File: src/rtl/cpu_fetch_unit.sv
// Instruction fetch unit: PC, IR and a one-entry fetch buffer in front of instruction memory.
// Define FETCH_PREFETCH_EN to prefetch at PC from EMPTY without waiting for IL.
module cpu_fetch_unit (
    input  logic        clk,
    input  logic        reset,
    input  logic [1:0]  PS,
    input  logic        IL,
    input  logic [7:0]  jump_addr,
    input  logic [15:0] imem_rdata,
    input  logic        imem_ack,
    output logic        imem_req,
    output logic [7:0]  imem_addr,
    output logic [3:0]  opcode,
    output logic [3:0]  Rd,
    output logic [3:0]  Ra,
    output logic [3:0]  Rb,
    output logic [7:0]  PC,
    output logic        stall
);

    typedef enum logic [1:0] {
        EMPTY = 2'd0,
        WAIT  = 2'd1,
        VALID = 2'd2
    } buf_state_e;

    buf_state_e  state_q, state_d;
    logic        flush_q, flush_d;
    logic [7:0]  pc_q, pc_d;
    logic [15:0] ir_q, ir_d;
    logic [15:0] buf_q, buf_d;
    logic [7:0]  addr_q, addr_d;
    logic        stall_int;
    logic        pc_change;
    logic        start_fetch;

    assign stall_int = IL && (state_q != VALID);

`ifdef FETCH_PREFETCH_EN
    assign start_fetch = 1'b1;
`else
    assign start_fetch = IL;
`endif

    always_ff @(posedge clk) begin
        if (reset) begin
            state_q <= EMPTY;
            flush_q <= 1'b0;
            pc_q    <= '0;
            ir_q    <= '0;
            buf_q   <= '0;
            addr_q  <= '0;
        end else begin
            state_q <= state_d;
            flush_q <= flush_d;
            pc_q    <= pc_d;
            ir_q    <= ir_d;
            buf_q   <= buf_d;
            addr_q  <= addr_d;
        end
    end

    always_comb begin
        pc_d = pc_q;
        if (!stall_int) begin
            unique case (PS)
                2'b01:   pc_d = pc_q + 8'd1;
                // 8-bit offset sign-extended to the 8-bit PC is the offset itself
                2'b10:   pc_d = pc_q + ir_q[7:0];
                2'b11:   pc_d = jump_addr;
                default: pc_d = pc_q;
            endcase
        end
        pc_change = (pc_d != pc_q);

        state_d = state_q;
        flush_d = flush_q;
        ir_d    = ir_q;
        buf_d   = buf_q;
        addr_d  = addr_q;

        unique case (state_q)
            EMPTY: begin
                // Latch the post-edge PC so a redirect in this same cycle is fetched directly
                if (start_fetch) begin
                    state_d = WAIT;
                    addr_d  = pc_d;
                    flush_d = 1'b0;
                end
            end
            WAIT: begin
                if (imem_ack) begin
                    if (flush_q || pc_change) begin
                        state_d = EMPTY;
                    end else begin
                        state_d = VALID;
                        buf_d   = imem_rdata;
                    end
                    flush_d = 1'b0;
                end else if (pc_change) begin
                    flush_d = 1'b1;
                end
            end
            VALID: begin
                if (IL) begin
                    ir_d = buf_q;
                end
                if (IL || pc_change) begin
                    state_d = EMPTY;
                end
            end
            default: state_d = EMPTY;
        endcase
    end

    always_comb begin
        imem_req  = (state_q == WAIT);
        imem_addr = addr_q;
        stall     = stall_int && !reset;
        PC        = pc_q;
        opcode    = ir_q[15:12];
        Rd        = ir_q[11:8];
        Ra        = ir_q[7:4];
        Rb        = ir_q[3:0];
    end

endmodule

File: config.mk
export PLATFORM = sky130hd
export DESIGN_NAME = cpu_fetch_unit
export DESIGN_NICKNAME = d
export VERILOG_FILES = /design/src/rtl/cpu_fetch_unit.sv
export SDC_FILE = /design/constraint.sdc
export NUM_CORES = 1
export LEC_CHECK = 0
export CORE_UTILIZATION = 45
export DETAILED_ROUTE_END_ITERATION = 10
export GPL_TIMING_DRIVEN = 0
export HOLD_SLACK_MARGIN = 0.05
export MAX_ROUTING_LAYER = met4
export PLACE_DENSITY = 0.88
export RECOVER_POWER = 25
export SLEW_MARGIN = 20
export SYNTH_ARGS = -nofsm -noshare
export SYNTH_HDL_FRONTEND = slang
export SYNTH_SLANG_ARGS = --single-unit
File: constraint.sdc
create_clock -name clk -period 3.3 [get_ports clk]
set_clock_uncertainty 0.05 [all_clocks]
set_input_delay 0.33 -clock clk [delete_from_list [all_inputs] [get_ports clk]]
set_output_delay 0.33 -clock clk [all_outputs]
set_load 0.02 [all_outputs]
Yosys cells after proc, flatten, opt, wreduce, memory -nomap -nowiden
Cells that the tools add are included.
{ "word_totals": {"ff_bits": 51, "input_bits": 30, "output_inout_bits": 34, "elab_cells": 43} }
{ "classes": {"addsub": 2, "n_eq_ne": 11, "muxes": 11, "n_bitwise": 1, "reduce_logical": 12} }
{ "op_table": {"columns": ["cell", "count"], "rows": [
  ["case mux 8 bit (3 select lines)", 1],
  ["AND reduction 3 bit", 3],
  ["adder 8 x 1 -> 8 bit, second input constant", 1],
  ["adder 8 bit", 1],
  ["two-way mux 2 bit", 4],
  ["two-way mux 8 bit", 1],
  ["inequality test 2 bit, second input constant", 4],
  ["inequality test 8 bit", 1],
  ["== test 2 bit, second input constant", 3],
  ["case mux 2 bit (3 select lines)", 1],
  ["== test 2 x 1 -> 1 bit, second input constant", 2],
  ["AND reduction 2 bit", 2],
  ["two-way mux 1 bit", 3],
  ["inequality test 3 x 2 -> 1 bit, second input constant", 1],
  ["logical AND 1 bit", 2],
  ["logical NOT 2 bit", 1],
  ["logical OR 1 bit", 2],
  ["case mux 1 bit (2 select lines)", 1],
  ["nonzero test 2 bit", 1],
  ["logical NOT 1 bit", 1],
  ["NOT 1 bit", 1]
]} }

Logic depth before layout (Yosys ltp)
Gate-level depths: netlist of the first run.
{ "logic_depth": {"depth_word": 8, "mapped_depth": 15, "depth_no_buf": 13} }

Least setup slack after synthesis of the first run
OpenSTA, ideal clock, no wires.
{ "synth_timing": {"kind": "input -> register", "startpoint": "input port PS[0]", "endpoint": "register buf_q[10]", "setup_ns": 0.072, "t_arrival_ns": 3.009, "required_time_ns": 3.178, "setup_slack_ns": 0.169, "cell_stages": 15, "n_path_buf": 2, "cell_sequence": "inv_1 -> ha_1 -> nand2b_1 -> ha_1 -> fa_1 -> a21o_1 -> a21oi_1 -> xor2_1 -> o21ai_1 -> xor2_1 -> o41ai_2 -> nor2b_4 -> buf_6 -> buf_12 -> mux2i_1"} }
{ "synth_between": {"elab_chain_cells": 7, "word_cells_on_any_way": 9, "classes_between": "eq/ne: 4; mux: 2; bitwise: 1; reduce/logical: 2"} }
{ "synth_lines": {"columns": ["item", "line", "rtl"], "rows": [
  ["start: declaration", "6", "input logic [1:0] PS,"],
  ["== test 2 bit / == test 2 x 1 -> 1 bit (equally long branches)", "66", "unique case (PS)"],
  ["case mux 8 bit (3 select lines) (*)", "66", null],
  ["two-way mux 8 bit (*)", "65", "if (!stall_int) begin"],
  ["inequality test 8 bit (*)", "74", "pc_change = (pc_d != pc_q);"],
  ["logical OR 1 bit (*)", "93", "if (flush_q || pc_change) begin"],
  ["NOT 1 bit (no line) (*)", null, null],
  ["AND reduction 3 bit (no line) (*)", null, null],
  ["end signal: assignment", "58", "buf_q <= buf_d;"],
  ["end: declaration", "31", "logic [15:0] buf_q, buf_d;"]
]} }
Every way passes the cells marked *; elsewhere a longest branch is shown, timed or not.
A chain may end at the register's enable or synchronous reset.

Final worst setup path of the first run
{ "layout_timing": {"startpoint": "input port PS[0]", "endpoint": "register buf_q[7]"} }
The elaborated chain is that of the path after synthesis.

==> results of run 1 <==
[synthesized netlist by cell type, drive strengths merged (3+ instances only)]
cell	n	share of area
dfxtp	51	0.39
mux2i	21	0.080
xnor2	5	0.024
a21oi	30	0.058
nor2	32	0.046
and2	6	0.014
buf	3	0.016
xor2	5	0.017
nand2	42	0.060
ha	10	0.048
a22oi	4	0.011
o211ai	3	0.0086
a211oi	5	0.016
inv	6	0.0086
clkbuf	14	0.020
nand2b	36	0.088
o21ai	11	0.021
[cell type report]
type / instances / area [sq um]
Fill cell: 472 / 1930
Multi-Input combinational cell: 232 / 1610
Sequential cell: 51 / 1020
Timing Repair Buffer: 71 / 701
Buffer: 17 / 96.3
Tap cell: 72 / 90.1
Clock buffer: 6 / 72.6
Clock inverter: 1 / 30.0
Inverter: 6 / 22.5
[metrics by stage]
| stage | instances | total power (W) | util |
|---|---|---|---|
| finish | 456 | 0.00135 | 0.653 |
| global route | 456 | 0.00140 | 0.653 |
| CTS | 452 | 0.00134 | 0.636 |
| detailed placement | 441 | 0.000919 | 0.601 |
| global placement | 441 | 0.000912 | 0.601 |
| floorplan | 306 | 0.000820 | - |
[state kept, by name (all words and copies together) (netlist names)]
name,cells
imem_addr,8
ir_q,16
state_q,2
PC,8
flush_q,1
buf_q,16
[what timing repair did]
action | 4_1_cts | 5_1_grt
buffers inserted | 4 | 4
gates resized for setup | 11 | 10
pin swaps | 6 | 8
endpoints found under the setup margin | 18 | 16
gates cloned | 0 | 0
[worst register-to-register path: stages, from the launching register on]
cell and delay, ps:
dfxtp_1 340, nand2b_4 160, ha_4 170, fa_2 390, a21o_1 160, a21oi_1 170, xor2_1 190, o21ai_2 90
xor2_1 160, o41ai_2 450, nor2b_4 220, buf_6 120, buf_12 140, mux2i_1 190
[cells by family (layout without fill, tap and decap cells)]
family / count (synthesis) / count (layout) / share of synthesized area
XOR/XNOR: 10 / 10 / 0.0404
multiplexers: 21 / 21 / 0.0799
AO/OA/AOI/OAI: 62 / 62 / 0.151
AND/OR/NAND/NOR: 128 / 128 / 0.240
buffers and inverters: 23 / 101 / 0.0452
adder cells (fa/ha/maj): 11 / 11 / 0.0552
flip-flops: 51 / 51 / 0.388
[path summary, 6_finish.rpt]
path / start / end / slack, ps / cells past startpoint
hold / removal: ir_q[11] / ir_q[11] / 410 / 2
setup / recovery: PS[0] / buf_q[7] / 90 / 16
setup reg to reg: ir_q[0] / buf_q[7] / 220 / 13
hold reg to reg: ir_q[11] / ir_q[11] / 410 / 2
[metal layers]
metal | track usage | part of all wire
met1 | 0.255 | 0.42
met2 | 0.364 | 0.51
met3 | 0.0407 | 0.056
met4 | 0.100 | 0.020
met5 | - | 0
[where the power goes]
group | switching [W] | internal (W)
sequential | 0.0000227 | 0.000635
clock | 0.000194 | 0.000222
combinational | 0.000133 | 0.000139
total | 0.000350 | 0.000996
==> out/results.ini, run 1 <==
[synth]
ys.flop_type = dfxtp_1
yosysUniqueCellTypes = 43
synth_fp_nets = 347
synth_area_per_cell_sq_um = 8.60
synth-edff-count = 0
ys_seq_area_frac = 0.388
syn_inst = 306
yosys_warnings = 0
synth_area_sq_um = 2630
ys_ff_latch = 51
ys_async_sr_fraction = 0

[route]
ant_nets = 0
dr_total_vias = 2383
wl_per_cell_um = 14.6
dr.pass1.iters = 4
routed_wl_um = 6640
via_per_inst = 5.23
first_iter_violations = 108
drc = 0

[die]
die_h_um = 78.5
row_count = 27
die-area_sq_um = 6160
ioPinCount = 64
fp.dieW_um = 78.5
core_area_sq_um = 5570
start_util = 0.472

[timing]
worst_slack_ps = 86.9
worstMarginPinSlew_ps = 508
fmax_mhz = 311
finalCriticalPeriod_ps = 3210
worst_slew_margin_rel = 0.661
finalSetupViolCount = 0
final_max_slew_viol_count = 0
setup_tns_ps = 0
hold_viol_final = 0
post-route-period-util = 0.974
hold_slack_ps = 413

[grt]
antenna_found_initial = 0
grt_pass1_vias = 2229
grt_pass1_wl_um = 10200
overflow = 0
grt_max_degree = 15
grt_usage = 0.219

[worst_setup_path]
worst-path-max-fanout = 10
cp_slowest_cell = o41ai_2
crit_path_max_incr_delay_ps = 450
cp-end-kind = flop
start_kind = input port
path_cells = dlygate4sd2_1 > inv_2 > ha_4 > nand2b_4 > ha_4 > fa_2 > a21o_1 > a21oi_1 > xor2_1 > o21ai_2 > xor2_1 > o41ai_2 > nor2b_4 > buf_6 > buf_12 > mux2i_1
critical_path_class = input port to flop
crit_required_ps = 3480
crit_family = compound AO/OA/AOI/OAI gates
arrival_ps = 3400
worstPathBufferInverterCount = 4

[clock_tree]
clock_latency_ps = 300
clockBufferDepth = 2
cts-root-buf = clkbuf_8
clk_pin_slew_ps = 90
numCtsBuffers = 5
cts-htree-levels = 2
hold_buffers = 0
cts_sinks = 51
cts_tree = yes

[layout]
drive_gt1_frac = 0.109
design_area_sq_um = 3640
area_growth_pct = 38.4
final_cell_mix = dfxtp_1, nand2_1, clkdlybuf4s50_1
final_common_cell = dfxtp_1
n_antenna_cell = 0
nNetsFinal = 425

[worst_hold_path]
hp-class = flop to flop

[placed_design]
dp.final_hpwl_um = 4790
dpl_cell_area_sq_um = 3350
post-place-ws_ps = -708
numPortBuffers = 63
gp_congestion = 0.885

[power]
powerDensity_nw_per_um2 = 370
peakVddDrop_uv = 221
p_leak_nw = 1.37

[run_status]
status = finished clean

[job]
drv_cap = 0

(Power assumes the default switching activity.)
==> inputs of run 2 (changes only) <==
Settings changed: GPL_TIMING_DRIVEN 0 to unset, SLEW_MARGIN 20 to unset.
==> out/results.ini, run 2 (synthesized netlist as in run 1, its figures left out) <==
[die]
core_area_sq_um = 5570  ; unchanged
die-area_sq_um = 6160  ; unchanged
ioPinCount = 64  ; unchanged
row_count = 27  ; unchanged
die_h_um = 78.5  ; unchanged
start_util = 0.472  ; unchanged
fp.dieW_um = 78.5  ; unchanged

[clock_tree]
cts_sinks = 51  ; unchanged
numCtsBuffers = 5  ; unchanged
clk_pin_slew_ps = 90  ; about the same
cts-root-buf = clkbuf_8  ; unchanged
cts_tree = yes  ; unchanged
cts-htree-levels = 2  ; unchanged
hold_buffers = 0  ; unchanged
clock_latency_ps = 310  ; was 300 ps
clockBufferDepth = 2  ; unchanged

[route]
wl_per_cell_um = 15.1  ; was 14.6 um
ant_nets = 0  ; unchanged
via_per_inst = 5.24  ; was 5.23
dr_total_vias = 2391  ; was 2,383
routed_wl_um = 6880  ; was 6640 um
first_iter_violations = 106  ; was 108
drc = 0  ; unchanged
dr.pass1.iters = 4  ; unchanged

[placed_design]
dp.final_hpwl_um = 4670  ; was 4790 um
gp_congestion = 0.845  ; was 0.885
post-place-ws_ps = -430  ; was -708 ps
dp_cells = 441  ; unchanged
numPortBuffers = 63  ; unchanged

[worst_setup_path]
start_kind = flop  ; was input port
crit_start = ir_q[2]  ; was PS[0]
cp_slowest_cell = o41ai_2  ; unchanged
r2r_start = ir_q[2]  ; was ir_q[0]
path_cells = and2_1 > ha_4 > o211ai_1 > nor3_2 > buf_4 > o311a_4 > xnor2_1 > o41ai_2 > nor2b_4 > buf_4 > buf_16 > mux2i_2  ; was dlygate4sd2_1 > inv_2 > ha_4 > nand2b_4 > ha_4 > fa_2 > a21o_1 > a21oi_1 > xor2_1 > o21ai_2 > xor2_1 > o41ai_2 > nor2b_4 > buf_6 > buf_12 > mux2i_1
worstPathBufferInverterCount = 3  ; was 4
critical_path_class = flop to flop  ; was input port to flop
crit_path_max_incr_delay_ps = 460  ; was 450 ps
crit_top_cell = buf_4
crit_family = compound AO/OA/AOI/OAI gates  ; unchanged
cp-end-kind = flop  ; unchanged
worst-path-max-fanout = 8  ; was 10
crit_required_ps = 3480  ; about the same
arrival_ps = 3440  ; was 3400 ps

[layout]
final_cell_count_no_fill = 456  ; unchanged
utilization = 0.664  ; was 0.653
n_antenna_cell = 0  ; unchanged
seqCellArea_sq_um = 1020  ; unchanged
final_cell_mix = clkdlybuf4s50_1, dfxtp_1, nand2_1  ; was dfxtp_1, nand2_1, clkdlybuf4s50_1
drive_gt1_frac = 0.164  ; was 0.109
fill_cells = 444  ; was 472
multi_input_area_sq_um = 1640  ; was 1610 sq um
nNetsFinal = 424  ; was 425
area_growth_pct = 40.7  ; was 38.4%
final_common_cell = clkdlybuf4s50_1  ; was dfxtp_1
top_regs = buf_q (16), ir_q (16)  ; unchanged

[power]
peakVddDrop_uv = 200  ; was 221 uV
powerDensity_nw_per_um2 = 351  ; was 370 nW/um^2
p_leak_nw = 1.39  ; was 1.37 nW

[worst_hold_path]
hp-start = buf_q[3]  ; was ir_q[11]
hp-class = flop to flop  ; unchanged

[grt]
grt_max_degree = 68  ; was 15
grt_usage = 0.242  ; was 0.219
antenna_found_initial = 0  ; unchanged
overflow = 0  ; unchanged
grt_pass1_vias = 2366  ; was 2,229
grt_pass1_wl_um = 11200  ; was 10,200 um

[timing]
worst_slew_margin_rel = 0.408  ; was 0.661
final_max_slew_viol_count = 0  ; unchanged
post-route-period-util = 0.988  ; was 0.974
hold_viol_final = 0  ; unchanged
finalCriticalPeriod_ps = 3260  ; was 3210 ps
worst_slack_ps = 40.8  ; was 86.9 ps
setup_tns_ps = 0  ; unchanged
hold_slack_ps = 409  ; was 413 ps
fmax_mhz = 307  ; was 311 MHz
worstMarginPinSlew_ps = 889  ; was 508 ps
finalSetupViolCount = 0  ; unchanged

[run_status]
status = finished clean  ; unchanged

[job]
drv_cap = 0  ; unchanged

-- run 2: changes by cell type in the layout (fill, tap and decap cells not counted), sizes merged --
cell / before / now
bufinv: 1 / 0
clkinvlp: 0 / 1
clkdlybuf4s50: 41 / 55
dlymetal6s2s: 0 / 1
inv: 6 / 7
buf: 11 / 25
dlygate4sd2: 2 / 0
clkbuf: 20 / 7
dlygate4sd3: 20 / 5
-- run 2: final timing paths --
check / slack (ps) / cells after the start / end
worst max-delay path: 40 / 12 / buf_q[5]
worst min-delay path: 410 / 2 / ir_q[3]
worst max register to register: 40 / 12 / buf_q[5]
worst min register to register: 410 / 2 / ir_q[3]
-- run 2: metal layers --
layer / global-route usage / up-vias / part of all wire
li1: - / 1185 / -
met4: 0.111 / 0 / 0.031
met3: 0.0523 / 19 / 0.051
met5: - / - / 0
met2: 0.407 / 92 / 0.50
met1: 0.275 / 1095 / 0.42
-- run 2: per-stage QoR --
stage          instance area (sq um)  total power [W]
2_1_floorplan                   2630         0.000820
3_3_place_gp                    3390         0.000919
3_5_place_dp                    3390         0.000925
4_1_cts                         3650          0.00130
5_1_grt                         3700          0.00136
6_report                        3700          0.00130
-- run 2: tightest hold or removal path: stages (launching register included) --
cell and delay [ps]:
dfxtp_1 320, nand2_1 50, a21oi_1 50
-- run 2: repair_timing --
item | 4_1_cts | 5_1_grt
cloned | 1 | 0
setup endpoints to repair | 16 | 16
buffers inserted | 1 | 5
resized for setup | 23 | 8
pin swaps | 7 | 5
endpoints found under the hold margin | 0 | 0
-- run 2: area by class of cell --
cell class	instances	area share
well taps	72	0.0243
inverters	6	0.00609
multi-input cells	232	0.444
clock buffers	6	0.0196
repair buffers	87	0.226
clock inverters	2	0.00439
flip-flops and latches	51	0.276
-- run 2: where the power goes --
part | internal, W | leakage, nW | total, W | switching, W
clock network | 0.000153 | 0.0418 | 0.000362 | 0.000209
logic | 0.000143 | 0.930 | 0.000279 | 0.000136
registers | 0.000635 | 0.414 | 0.000658 | 0.0000227
==> inputs of run 3 (changes only) <==
Settings changed: GPL_TIMING_DRIVEN set to 0.
==> results of run 3 <==
The final DEF is identical to that of run 1; final timing and power are the same.
